## src/rtl/simd_pkg.sv

```systemverilog
// -----------------------------------------------------------------------------
// simd_pkg
//   Shared types for the SIMD processing-element sequencer:
//     - opcode_e     : instruction opcodes (4-bit opcode field)
//     - state_e      : sequencer FSM states
//     - inst_class_e : decoded instruction class
//     - field-extraction localparams for the 12-bit instruction word
//     - decode()     : maps an opcode to its instruction class
// -----------------------------------------------------------------------------
package simd_pkg;

  // Instruction word layout: [ address | opcode ]
  localparam int OPC_LSB   = 0;
  localparam int OPC_WIDTH = 4;
  localparam int ADDR_LSB  = OPC_LSB + OPC_WIDTH;

  typedef enum logic [OPC_WIDTH-1:0] {
    OP_NOP     = 4'h0,
    OP_ADD     = 4'h1,
    OP_SUB     = 4'h2,
    OP_MUL     = 4'h3,
    OP_STOP    = 4'h8,
    OP_FETCH_A = 4'h9,
    OP_FETCH_B = 4'hA
  } opcode_e;

  typedef enum logic [2:0] {
    S_IDLE,
    S_FETCH,
    S_EXEC,
    S_WAIT,
    S_DONE
  } state_e;

  typedef enum logic [2:0] {
    CLS_NOP,
    CLS_ALU,
    CLS_STOP,
    CLS_FETCH_A,
    CLS_FETCH_B,
    CLS_ILLEGAL
  } inst_class_e;

  // Any opcode outside the defined set decodes as CLS_ILLEGAL; the
  // sequencer decides whether that traps or behaves as a NOP.
  function automatic inst_class_e decode(input logic [OPC_WIDTH-1:0] opc);
    inst_class_e cls;
    case (opcode_e'(opc))
      OP_NOP:                 cls = CLS_NOP;
      OP_ADD, OP_SUB, OP_MUL: cls = CLS_ALU;
      OP_STOP:                cls = CLS_STOP;
      OP_FETCH_A:             cls = CLS_FETCH_A;
      OP_FETCH_B:             cls = CLS_FETCH_B;
      default:                cls = CLS_ILLEGAL;
    endcase
    return cls;
  endfunction

endpackage

```

## src/rtl/simd_seq_ctrl.sv

```systemverilog
// -----------------------------------------------------------------------------
// simd_seq_ctrl
//   Program sequencer for the SIMD processing element. On a start pulse it
//   walks instruction memory from address 0, decodes each instruction and
//   drives the RAM A/B read strobes and the PE operation handshake until a
//   STOP instruction, then pulses done for one cycle.
//
//   Optional feature macro: SIMD_SEQ_ILLEGAL_TRAP_EN
//     defined   : an illegal opcode sets the sticky err flag and ends the run
//                 (done pulses, PC stays on the offending instruction)
//     undefined : illegal opcodes execute as NOP and err is tied low
//
//   Ports
//     clk              in   clock, rising edge
//     rstn             in   asynchronous active-low reset
//     start            in   one-cycle run request, honoured only in IDLE
//     busy             out  high in every state except IDLE
//     done             out  one-cycle pulse after STOP (or a trap)
//     err              out  sticky illegal-opcode flag, cleared by start
//     inst_read_addr   out  instruction address (= PC)
//     inst_read_data   in   instruction word, combinational read
//     ram_a_rd_en      out  RAM A read strobe
//     ram_a_read_addr  out  RAM A address, holds between strobes
//     ram_b_rd_en      out  RAM B read strobe
//     ram_b_read_addr  out  RAM B address, holds between strobes
//     pe_valid         out  PE operation request
//     pe_opcode        out  operation presented with pe_valid, else 0
//     pe_ready         in   PE accepts the operation
// -----------------------------------------------------------------------------
module simd_seq_ctrl
  import simd_pkg::*;
#(
  parameter  int OPCODE_LEN      = 4,
  parameter  int PC_WIDTH        = 12,
  parameter  int INST_LEN        = 12,
  parameter  int DRAM_DEPTH      = 256,
  localparam int DRAM_ADDR_WIDTH = $clog2(DRAM_DEPTH)
) (
  input  logic                       clk,
  input  logic                       rstn,
  input  logic                       start,
  output logic                       busy,
  output logic                       done,
  output logic                       err,
  output logic [PC_WIDTH-1:0]        inst_read_addr,
  input  logic [INST_LEN-1:0]        inst_read_data,
  output logic                       ram_a_rd_en,
  output logic [DRAM_ADDR_WIDTH-1:0] ram_a_read_addr,
  output logic                       ram_b_rd_en,
  output logic [DRAM_ADDR_WIDTH-1:0] ram_b_read_addr,
  output logic                       pe_valid,
  output logic [OPCODE_LEN-1:0]      pe_opcode,
  input  logic                       pe_ready
);

  state_e                     state_q, state_d;
  logic [PC_WIDTH-1:0]        pc_q;
  logic [INST_LEN-1:0]        ir_q;
  logic [DRAM_ADDR_WIDTH-1:0] a_addr_q, b_addr_q;

  logic [OPCODE_LEN-1:0]      ir_opc;
  logic [DRAM_ADDR_WIDTH-1:0] ir_addr;
  inst_class_e                ir_cls;

  logic run_init;  // start accepted: clear PC/IR (and err)
  logic load_ir;   // capture instruction at the end of FETCH
  logic pc_inc;    // advance to the next instruction

`ifdef SIMD_SEQ_ILLEGAL_TRAP_EN
  logic set_err;
  logic err_q;
`endif

  // Outputs depend on state and IR only, never on inst_read_data.
  assign ir_opc  = ir_q[OPC_LSB +: OPCODE_LEN];
  assign ir_addr = ir_q[ADDR_LSB +: DRAM_ADDR_WIDTH];
  assign ir_cls  = decode(OPC_WIDTH'(ir_opc));

  assign busy           = (state_q != S_IDLE);
  assign inst_read_addr = pc_q;
  assign pe_opcode      = pe_valid ? ir_opc : '0;

  // During a strobe the address comes straight from IR; otherwise the last
  // strobed address is replayed so the RAM ports see a stable value.
  assign ram_a_read_addr = ram_a_rd_en ? ir_addr : a_addr_q;
  assign ram_b_read_addr = ram_b_rd_en ? ir_addr : b_addr_q;

  always_comb begin
    // NOTE: every signal driven here gets a default first, so no branch can
    // leave one unassigned and infer a latch.
    state_d     = state_q;
    run_init    = 1'b0;
    load_ir     = 1'b0;
    pc_inc      = 1'b0;
    done        = 1'b0;
    ram_a_rd_en = 1'b0;
    ram_b_rd_en = 1'b0;
    pe_valid    = 1'b0;
`ifdef SIMD_SEQ_ILLEGAL_TRAP_EN
    set_err     = 1'b0;
`endif
    case (state_q)
      S_IDLE: begin
        if (start) begin
          run_init = 1'b1;
          state_d  = S_FETCH;
        end
      end
      S_FETCH: begin
        load_ir = 1'b1;
        state_d = S_EXEC;
      end
      S_EXEC: begin
        case (ir_cls)
          CLS_NOP: begin
            pc_inc  = 1'b1;
            state_d = S_FETCH;
          end
          CLS_FETCH_A: begin
            ram_a_rd_en = 1'b1;
            pc_inc      = 1'b1;
            state_d     = S_FETCH;
          end
          CLS_FETCH_B: begin
            ram_b_rd_en = 1'b1;
            pc_inc      = 1'b1;
            state_d     = S_FETCH;
          end
          CLS_ALU: begin
            pe_valid = 1'b1;
            if (pe_ready) begin
              pc_inc  = 1'b1;
              state_d = S_FETCH;
            end else begin
              state_d = S_WAIT;
            end
          end
          CLS_STOP: state_d = S_DONE;  // PC stays on the STOP
          default: begin
`ifdef SIMD_SEQ_ILLEGAL_TRAP_EN
            set_err = 1'b1;
            state_d = S_DONE;          // PC stays on the offending opcode
`else
            pc_inc  = 1'b1;
            state_d = S_FETCH;
`endif
          end
        endcase
      end
      S_WAIT: begin
        pe_valid = 1'b1;
        if (pe_ready) begin
          pc_inc  = 1'b1;
          state_d = S_FETCH;
        end
      end
      S_DONE: begin
        done    = 1'b1;
        state_d = S_IDLE;
      end
      default: state_d = S_IDLE;
    endcase
  end

  // NOTE: sequential state uses non-blocking assignments so every register
  // samples the pre-edge values, independent of statement order.
  always_ff @(posedge clk or negedge rstn) begin
    if (!rstn) begin
      // NOTE: IR and the held RAM addresses are reset as well, so the
      // Moore outputs are defined before the first program runs.
      state_q  <= S_IDLE;
      pc_q     <= '0;
      ir_q     <= '0;
      a_addr_q <= '0;
      b_addr_q <= '0;
    end else begin
      state_q <= state_d;
      if (run_init) begin
        pc_q <= '0;
        ir_q <= '0;
      end else begin
        if (load_ir) ir_q <= inst_read_data;
        if (pc_inc)  pc_q <= pc_q + PC_WIDTH'(1);  // wraps silently
      end
      if (ram_a_rd_en) a_addr_q <= ir_addr;
      if (ram_b_rd_en) b_addr_q <= ir_addr;
    end
  end

`ifdef SIMD_SEQ_ILLEGAL_TRAP_EN
  always_ff @(posedge clk or negedge rstn) begin
    if (!rstn) begin
      err_q <= 1'b0;
    end else if (run_init) begin
      err_q <= 1'b0;
    end else if (set_err) begin
      err_q <= 1'b1;
    end
  end

  assign err = err_q;
`else
  assign err = 1'b0;
`endif

endmodule

```

## config.mk

```make
export PLATFORM = sky130hd
export DESIGN_NAME = simd_seq_ctrl
export DESIGN_NICKNAME = d
export VERILOG_FILES = /design/src/rtl/simd_pkg.sv /design/src/rtl/simd_seq_ctrl.sv
export SDC_FILE = /design/constraint.sdc
export NUM_CORES = 1
export LEC_CHECK = 0
export ABC_AREA = 1
export ABC_CLOCK_PERIOD_IN_PS = 1700
export CAP_MARGIN = 5
export CORE_MARGIN = 3
export CORE_UTILIZATION = 40
export DETAILED_ROUTE_END_ITERATION = 16
export GPL_ROUTABILITY_DRIVEN = 0
export PLACE_DENSITY_LB_ADDON = 0.1
export SLEW_MARGIN = 20
export SYNTH_ARGS = -nofsm -noshare
export SYNTH_HDL_FRONTEND = slang
export SYNTH_SLANG_ARGS = --single-unit
```

## constraint.sdc

```tcl
create_clock -name clk -period 1.7 [get_ports clk]
set_input_delay 0.255 -clock clk [delete_from_list [all_inputs] [get_ports clk]]
set_output_delay 0.255 -clock clk [all_outputs]
set_load 0.02 [all_outputs]
```

# Yosys cells after proc, flatten, opt, wreduce, memory -nomap -nowiden
# Index checks and enable logic that the tools add are counted.
[totals] memories=0 latchBits=0 word_cells=55 ram_bits=0 rom_bits=0 out_inout_bits=38 register_bits=43
[op_classes] bitwise_logic=0 mul=0 n_mux=26 n_reduce_logical=7 n_div=0 n_eq_ne=16 n_shift=0 order_cmp=0 add_sub_neg=1
[ops] op="$mux W12" n=4
[ops] op="$mux W8" n=2
[ops] op="$pmux W3 S5" n=1
[ops] op="$add A12 B1 Y12 const B" n=1
[ops] op="$eq A3 B2 Y1 const B" n=4
[ops] op="$eq A4 B4 Y1 const B" n=3
[ops] op="$pmux W3 S4" n=1
[ops] op="$mux W1" n=10
[ops] op="$eq A4 B2 Y1 const B" n=2
[ops] op="$eq A3 B1 Y1 const B" n=2
[ops] op="$eq A3 B3 Y1 const B" n=2
[ops] op="$mux W3" n=2
[ops] op="$pmux W1 S2" n=3
[ops] op="$pmux W3 S2" n=1
[ops] op="$eq A4 B1 Y1 const B" n=1
[ops] op="$logic_not A4 Y1" n=1
[ops] op="$mux W4" n=1
[ops] op="$ne A2 B2 Y1 const B" n=2
[ops] op="$reduce_bool A2 Y1" n=2
[ops] op="$logic_not A3 Y1" n=1
[ops] op="$reduce_bool A3 Y1" n=1
[ops] op="$reduce_or A3 Y1" n=1
[ops] op="$mux W2" n=1
[ops] op="$reduce_and A2 Y1" n=1

# Longest topological paths before layout
# Gate-level depths: netlist of the first run.
[depth] depth_word=8 depth_mapped=9 ltp_nobuf=8

# Worst setup path after synthesis of the first run
# No wires, ideal clock.
[synth_path] path_type="register -> output" start="reg state_q[0]" end="out ram_b_read_addr[1]" slack_ns=0.040 stages_incl_launch_ff=5 n_path_buf=1 required_ns=1.445 arrival_time_ns=1.405 cell_sequence="dfrtp_1 -> nor3_4 -> nand2_1 -> buf_6 -> o21ai_1"
[synth_via] elab_chain_cells=3
[synth_lines] item="start: declaration" line_no="simd_seq_ctrl.sv:56" source="state_e state_q, state_d;"
[synth_lines] item="start signal: assignment" line_no="simd_seq_ctrl.sv:177" source="state_q <= state_d;"
[synth_lines] item="$eq A3 B2 Y1" line_no="simd_seq_ctrl.sv:102" source="case (state_q)"
[synth_lines] item="$mux W1" line_no="simd_seq_ctrl.sv:102"
[synth_lines] item="$mux W8"
[synth_lines] item="end: declaration" line_no="simd_seq_ctrl.sv:50" source="output logic [DRAM_ADDR_WIDTH-1:0] ram_b_read_addr,"
# Every way passes these cells.

# Final worst setup path of the first run
[layout_path] start="reg ir_q[2]" end="out ram_a_read_addr[6]"
[layout_via] elab_chain_cells=7 word_cells_on_any_way=13 classes_between="eq/ne (7); mux (4); reduce/logical (2)"
[layout_lines] item="start: declaration" line_no="simd_seq_ctrl.sv:58" source="logic [INST_LEN-1:0] ir_q;"
[layout_lines] item="start signal: assignment" line_no="simd_seq_ctrl.sv:182" source="if (load_ir) ir_q <= inst_read_data;"
[layout_lines] item="$eq A4 B1 Y1 or $eq A4 B2 Y1 (tied branches)" line_no="simd_pkg.sv:48" source="case (opcode_e'(opc))"
[layout_lines] item="$reduce_or A3 Y1" line_no="simd_pkg.sv:48"
[layout_lines] item="$pmux W3 S5 (*)" line_no="simd_pkg.sv:48"
[layout_lines] item="$eq A3 B2 Y1 (*)" line_no="simd_seq_ctrl.sv:114" source="case (ir_cls)"
[layout_lines] item="$mux W1 (*)" line_no="simd_seq_ctrl.sv:114"
[layout_lines] item="$mux W1 (*)" line_no="simd_seq_ctrl.sv:102"
[layout_lines] item="$mux W8 (*)"
[layout_lines] item="end: declaration" line_no="simd_seq_ctrl.sv:48" source="output logic [DRAM_ADDR_WIDTH-1:0] ram_a_read_addr,"
# Mark *: on every way between the ends. The rest lies on a longest branch, timed or not.

==> results of run 1 <==
## kinds of logic after synthesis
group           share of synthesized area (%)
simple gates                             29.0
fa+ha+maj                               0.595
compound gates                           9.23
xor+xnor                                 1.25
flops                                    51.2
other cells                             0.179
buf+inv                                  8.52
## final cells by class
cell class	instances	share of cell area, %
Tap cell	67	2.75
Multi-Input combinational cell	169	31.8
Clock buffer	7	3.16
Timing Repair Buffer	74	23.1
Clock inverter	1	0.246
Inverter	29	3.57
Sequential cell	43	35.3
## cells in the mapped netlist (all sizes together)
cell,count,area share [%]
a21oi,1,0.24
o21bai,1,0.36
a31oi,1,0.30
xor2,1,0.42
nor2,19,3.5
o221ai,1,0.42
o21ai,28,7.9
clkbuf,2,0.54
buf,7,2.8
inv,29,5.2
conb,1,0.18
or2,2,0.60
ha,1,0.60
nor3,3,1.3
nand3,29,7.1
dfrtp,43,51
nand4,10,3.7
nor4,2,0.60
nand2,67,12
xnor2,2,0.83
## per-layer routing
| layer | global-route usage (%) | wire length [um] | up-vias |
|---|---|---|---|
| li1 | - | - | 953 |
| met1 | 21.2 | 2140 | 885 |
| met2 | 29.1 | 2340 | 43 |
| met3 | 5.05 | 292 | 2 |
| met4 | 4.02 | 24 | 0 |
| met5 | 0 | 0 | - |
## path summary, 6_finish.rpt
kind                              from                  to  slack, ps  cells after the start
max in group asynchronous         rstn         a_addr_q[1]       1290                      2
min in group clk           b_addr_q[6]         b_addr_q[6]        480                      2
setup reg to reg               ir_q[1]   inst_read_addr[2]        180                      8
hold / removal                    rstn   inst_read_addr[2]         40                      2
hold reg to reg            b_addr_q[6]         b_addr_q[6]        480                      2
setup / recovery               ir_q[2]  ram_a_read_addr[6]       -200                      5
## registers in the layout, summed over array words and instances, names as in the netlist
register	flops
inst_read_addr	12
ir_q	12
a_addr_q	8
b_addr_q	8
state_q	3
## stage by stage
| stage | hold slack [ps] | TNS [ps] | util (%) | total power [mW] |
|---|---|---|---|---|
| 2_1_floorplan | -40.6 | 0 | - | 3.04 |
| 6_report | 37.5 | -2880 | 62.0 | 5.13 |
| 5_1_grt | 64.9 | -5120 | 62.0 | 5.54 |
| 3_3_place_gp | 368 | -5430 | 57.0 | 4.14 |
| 4_1_cts | 49.2 | -2340 | 61.2 | 5.11 |
| 3_5_place_dp | 370 | -5630 | 57.0 | 4.16 |
## power groups by stage
stage / Combinational [mW] / Sequential (mW) / Clock [mW]
after floorplan: 1.45 / 1.60 / 0
after global placement: 2.58 / 1.57 / 0
after detailed placement: 2.58 / 1.58 / 0
after CTS: 2.81 / 1.56 / 0.741
after global routing: 3.13 / 1.62 / 0.787
final: 2.84 / 1.58 / 0.715
## worst reg2reg max path: stages, from the launching register on
cell and delay, ps:
dfrtp_1 410, nor2_1 190, buf_4 140, nand3_1 110, nand3_1 130, nand2_2 80
nor2_4 250, nand2_1 90, nand2_1 70
## repair_timing
action	CTS	global route
setup endpoints to repair	25	40
pin swaps	2	2
gates cloned	1	0
resized for setup	155	14
endpoints found under the hold margin	0	0
setup buffers	0	0
==> flow_summary.toml, run 1 <==
[synthesis]
netlist_instances = 250
synth_area_mm2 = 0.00210
yosysUniqueCellTypes = 31
avgSynthCellArea_um2 = 8.40
yosysSeqAreaShare_pct = 51.2
yosys_warnings = 0
synth_seq_cells = 43
synthesis.nets = 267

[clock_network]
cts-buffers-inserted = 5
cts_root_buf = "clkbuf_8"
hold_buffers = 0
htree_levels = 2
cts_tree = "built"
cts.clk_slew.worst_paths_ps = 80
cts_sinks = 43
cts_max_path_buffers = 2
insertion_delay_ps = 290

[route]
vias = 1883
ant_nets = 0
routedWlPerCell_um = 12.3
via_per_inst = 4.83
drt_iter0_drc = 91
routed_wl_mm = 4.80
dr.pass1.iters = 4
drc = 0

[floorplanning]
ios = 54
fp.dieH_um = 78.5
coreArea_mm2 = 0.00491
die_x_um = 78.5
rows = 25
die-area_mm2 = 0.00616
start_util_pct = 42.8

[setup_path]
crit_top_cell = "buf_6"
cp.arrival_ps = 1650
path_delay_family = "simple AND/OR/NAND/NOR gates"
worst-setup-path-type = "register to primary output"
cp_max_fo = 8
critPathMaxStageDelay_ps = 420
cp_num_buf_inv = 2
required_ps = 1440
slowest_stage = "dfrtp_1"
start_kind = "register"
end_kind = "primary output"
worstPathCellList = "nor4_2 > nand2_2 > buf_6 > o21ai_2 > buf_6"

[timing]
skew_ps = 4.55
drv_slew = 0
rsz0062_at_grt = "true"
fmax_mhz = 526
finalWorstSetupSlack_ps = -203
final.min_clock_period_ps = 1900
setup_viol = 20
max-slew-margin-rel_pct = 63.7
timing.final.hold_violations = 0
fin_crit_sh_pct = 112
max_slew.worst_pin.slew_ps = 545

[cells_and_area]
mostFrequentLayoutCell = "nand2_1"
nets = 339
fin_area_mm2 = 0.00305
nFillCells = 442
diodes = 0
multi_input_area_um2 = 970
regArea_mm2 = 0.00108
fin_cells = 390
most-common-layout-cells = "58 x nand2_1, 43 x dfrtp_1, 28 x nand3_1"
drive_above_1_share_pct = 29.1
area_delta_synth_final_pct = 45.0

[grt]
grt_max_degree = 44
grt_overflow = 0
grt_pass1_vias = 1887
antenna_found_initial = 0
grt_pass1_wl_mm = 8.53
grt_usage_pct = 17.0

[place]
dp_cells = 381
dp_hpwl_mm = 3.27
port_buffers = 52
placed_area_mm2 = 0.00280
dp_slack_ps = -335

[power_and_ir_drop]
cellLeakagePower_nw = 1.51
p_clk_share_pct = 13.9
combinationalPowerShare_pct = 55.3
powerDensity_mw_per_mm2 = 1690
switching_share_pct = 42.0
irDropWorstVdd_uv = 943
pwr-share-seq_pct = 30.7
p_int_mw = 2.98
netSwitchingPower_mw = 2.15

[run_status]
violations = "setup timing"
run_status = "finished, violations left"

[min_path]
hold_path_class = "input port to async pin"

[flow_run]
cap_violations = 0
Note: power is estimated with default switching activity, not from simulation.
==> run 2, diff against run 1 <==
Settings changed: ABC_AREA 1 to not set, CORE_ASPECT_RATIO set to 0.9.
==> run 2 against run 1 <==
  * The flow still finishes with violations (setup timing)
  * Sequential power hardly changed
  * Die area is 0.67% higher
  * Sequential share of layout area is 0.44 points lower
  * Critical path type unchanged
  * Highest routed layer unchanged
==> flow_summary.toml, run 2 <==
[run_status]
run_status = "finished, violations left"
violations = "setup timing"

[clock_network]
cts.clk_slew.worst_paths_ps = 80
cts_max_path_buffers = 2
cts_tree = "built"
cts-buffers-inserted = 5
insertion_delay_ps = 290
cts_root_buf = "clkbuf_8"
cts_sinks = 43
htree_levels = 2

[timing]
fin_crit_sh_pct = 128
finalWorstSetupSlack_ps = -473
drv_slew = 0
fmax_mhz = 460
timing.final.hold_violations = 0
setup_viol = 29
setup_tns_ps = -8590
rsz0062_at_grt = "true"
skew_ps = 8.00
final.min_clock_period_ps = 2170

[power_and_ir_drop]
combinationalPowerShare_pct = 55.4
p_int_mw = 2.93
powerDensity_mw_per_mm2 = 1580
cellLeakagePower_nw = 1.55
netSwitchingPower_mw = 1.94
pwr-share-seq_pct = 31.8
power_mw = 4.87
switching_share_pct = 39.8
p_clk_share_pct = 12.8
irDropWorstVdd_uv = 930

[setup_path]
end_kind = "primary output"
required_ps = 1440
worst-setup-path-type = "register to primary output"
rr_endpoint = "inst_read_addr[10]"
cp.arrival_ps = 1920
rr_worst_depth = 7
start_kind = "register"
cp_max_fo = 9
reg2reg_from = "ir_q[0]"
r2r_slack_ps = -30

[grt]
grt_pass1_vias = 1699
grt_pass1_wl_mm = 8.28
grt_overflow = 0
grt_max_degree = 22
antenna_found_initial = 0
grt_usage_pct = 17.8

[route]
vias = 1668
ant_nets = 0
via_per_inst = 5.16
drt_iter0_drc = 51
routedWlPerCell_um = 16.5
drc = 0
dr.pass1.iters = 4
routed_wl_mm = 5.33

[flow_run]
cap_violations = 0

[cells_and_area]
area_delta_synth_final_pct = 45.8
nFillCells = 413
diodes = 0
most-common-layout-cells = "43 x dfrtp_1, 25 x clkdlybuf4s50_1, 24 x mux2i_1"
nets = 275
mostFrequentLayoutCell = "dfrtp_1"
fin_cells = 323
drive_above_1_share_pct = 39.5

[synthesis]
synth_commonest_cells = "43 x dfrtp_1, 24 x mux2i_1, 16 x nor2_1"
synthesis.nets = 199
yosys_warnings = 0
synth_area_mm2 = 0.00212
synth-async-reset-ratio_pct = 100
netlist_instances = 182
synth_seq_cells = 43
synth_flop_cell = "dfrtp_1"
yosysSeqAreaShare_pct = 50.9
synth_top_area_cell = "dfrtp_1"
avgSynthCellArea_um2 = 11.6
synthMostInstantiatedCell = "dfrtp_1"
synth_top_area_share_pct = 50.9
ys_top_cells_by_area = "dfrtp_1 51%, mux2i_1 11%, mux2_4 6.4%"
synth-edff-count = 0
yosysUniqueCellTypes = 37

[place]
dp_slack_ps = -608
port_buffers = 52
dp_hpwl_mm = 3.78
dp_cells = 309

[floorplanning]
rows = 24
fp.dieH_um = 75.0
die_x_um = 82.7
coreArea_mm2 = 0.00498
ios = 54
start_util_pct = 42.4
die-area_mm2 = 0.00620

[min_path]
hold_path_class = "input port to async pin"
run 2: changes by cell type after synthesis, sizes merged, moves of 5 or more:
cell,previous run,this run
mux2,0,16
inv,29,3
mux2i,0,24
or2,2,7
o21ai,28,2
and3,0,6
nand3,29,2
nand4,10,1
o2111ai,0,5
nand2,67,13
run 2: kinds of logic (layout without fill, tap and decap cells):
| kind of cell | after synthesis | after routing | synth area share, % |
|---|---|---|---|
| AO/OA/AOI/OAI | 16 | 16 | 5.50 |
| adder cells (fa/ha/maj) | 1 | 1 | 0.591 |
| buffers and inverters | 14 | 90 | 3.84 |
| flip-flops | 43 | 43 | 50.9 |
| multiplexers | 40 | 40 | 21.5 |
| other | 1 | 1 | 0.177 |
| AND/OR/NAND/NOR | 67 | 67 | 17.6 |
run 2: final cells by class:
| cell class | instances | area [um^2] | share of cell area (%) |
|---|---|---|---|
| inverters | 3 | 11.3 | 0.365 |
| clock buffers | 5 | 68.8 | 2.23 |
| multi-input cells | 125 | 1090 | 35.4 |
| flip-flops and latches | 43 | 1080 | 34.9 |
| repair buffers | 80 | 741 | 24.0 |
| clock inverters | 2 | 13.8 | 0.446 |
| well taps | 65 | 81.3 | 2.64 |
run 2: repair_timing:
item	CTS	global route
hold buffers	1	0
gates cloned	0	1
buffers inserted	2	4
pin swaps	1	5
resized for setup	142	23
setup endpoints to repair	27	38
endpoints found under the hold margin	9	0
run 2: how the worst max path moves through the flow:
stage                               to  slack (ps)  cells after the start     from
global placement    ram_a_read_addr[4]        -550                      6  ir_q[2]
CTS                 ram_a_read_addr[7]        -490                      6  ir_q[2]
detailed placement  ram_a_read_addr[6]        -610                      6  ir_q[2]
finish              ram_a_read_addr[7]        -470                      6  ir_q[2]
global route        ram_a_read_addr[7]        -540                      6  ir_q[2]
floorplan           ram_a_read_addr[0]         -40                      5  ir_q[2]
run 2: layer usage:
metal	wire, um	track usage (%)	part of all wire (%)	up-vias
li1	-	-	-	787
met1	2390	23.7	45	827
met2	2660	29.2	50	52
met3	249	3.95	4.7	2
met4	23	5.26	0.43	0
met5	0	0	0	-
run 2: through the flow:
step	util (%)	instance area (um^2)	hold WS, ps
4_1_cts	59.7	2970	360
5_1_grt	61.9	3090	385
6_report	61.9	3090	365
3_5_place_dp	56.5	2820	145
2_1_floorplan	-	2130	-40.6
3_3_place_gp	56.5	2820	136
run 2: worst max-delay path: stages, from the launching register on:
cell     delay (ps)
dfrtp_1         420
nor2b_4         130
nand3_2          90
or3b_1          370
buf_6           170
mux2_4          320
buf_6           130
run 2: power groups by stage:
stage / sequential (mW) / combinational [mW] / clock (mW)
after floorplan: 1.57 / 1.33 / 0
after global placement: 1.56 / 2.27 / 0
after detailed placement: 1.57 / 2.34 / 0
after CTS: 1.55 / 2.48 / 0.645
after global routing: 1.58 / 2.90 / 0.683
final: 1.55 / 2.70 / 0.622
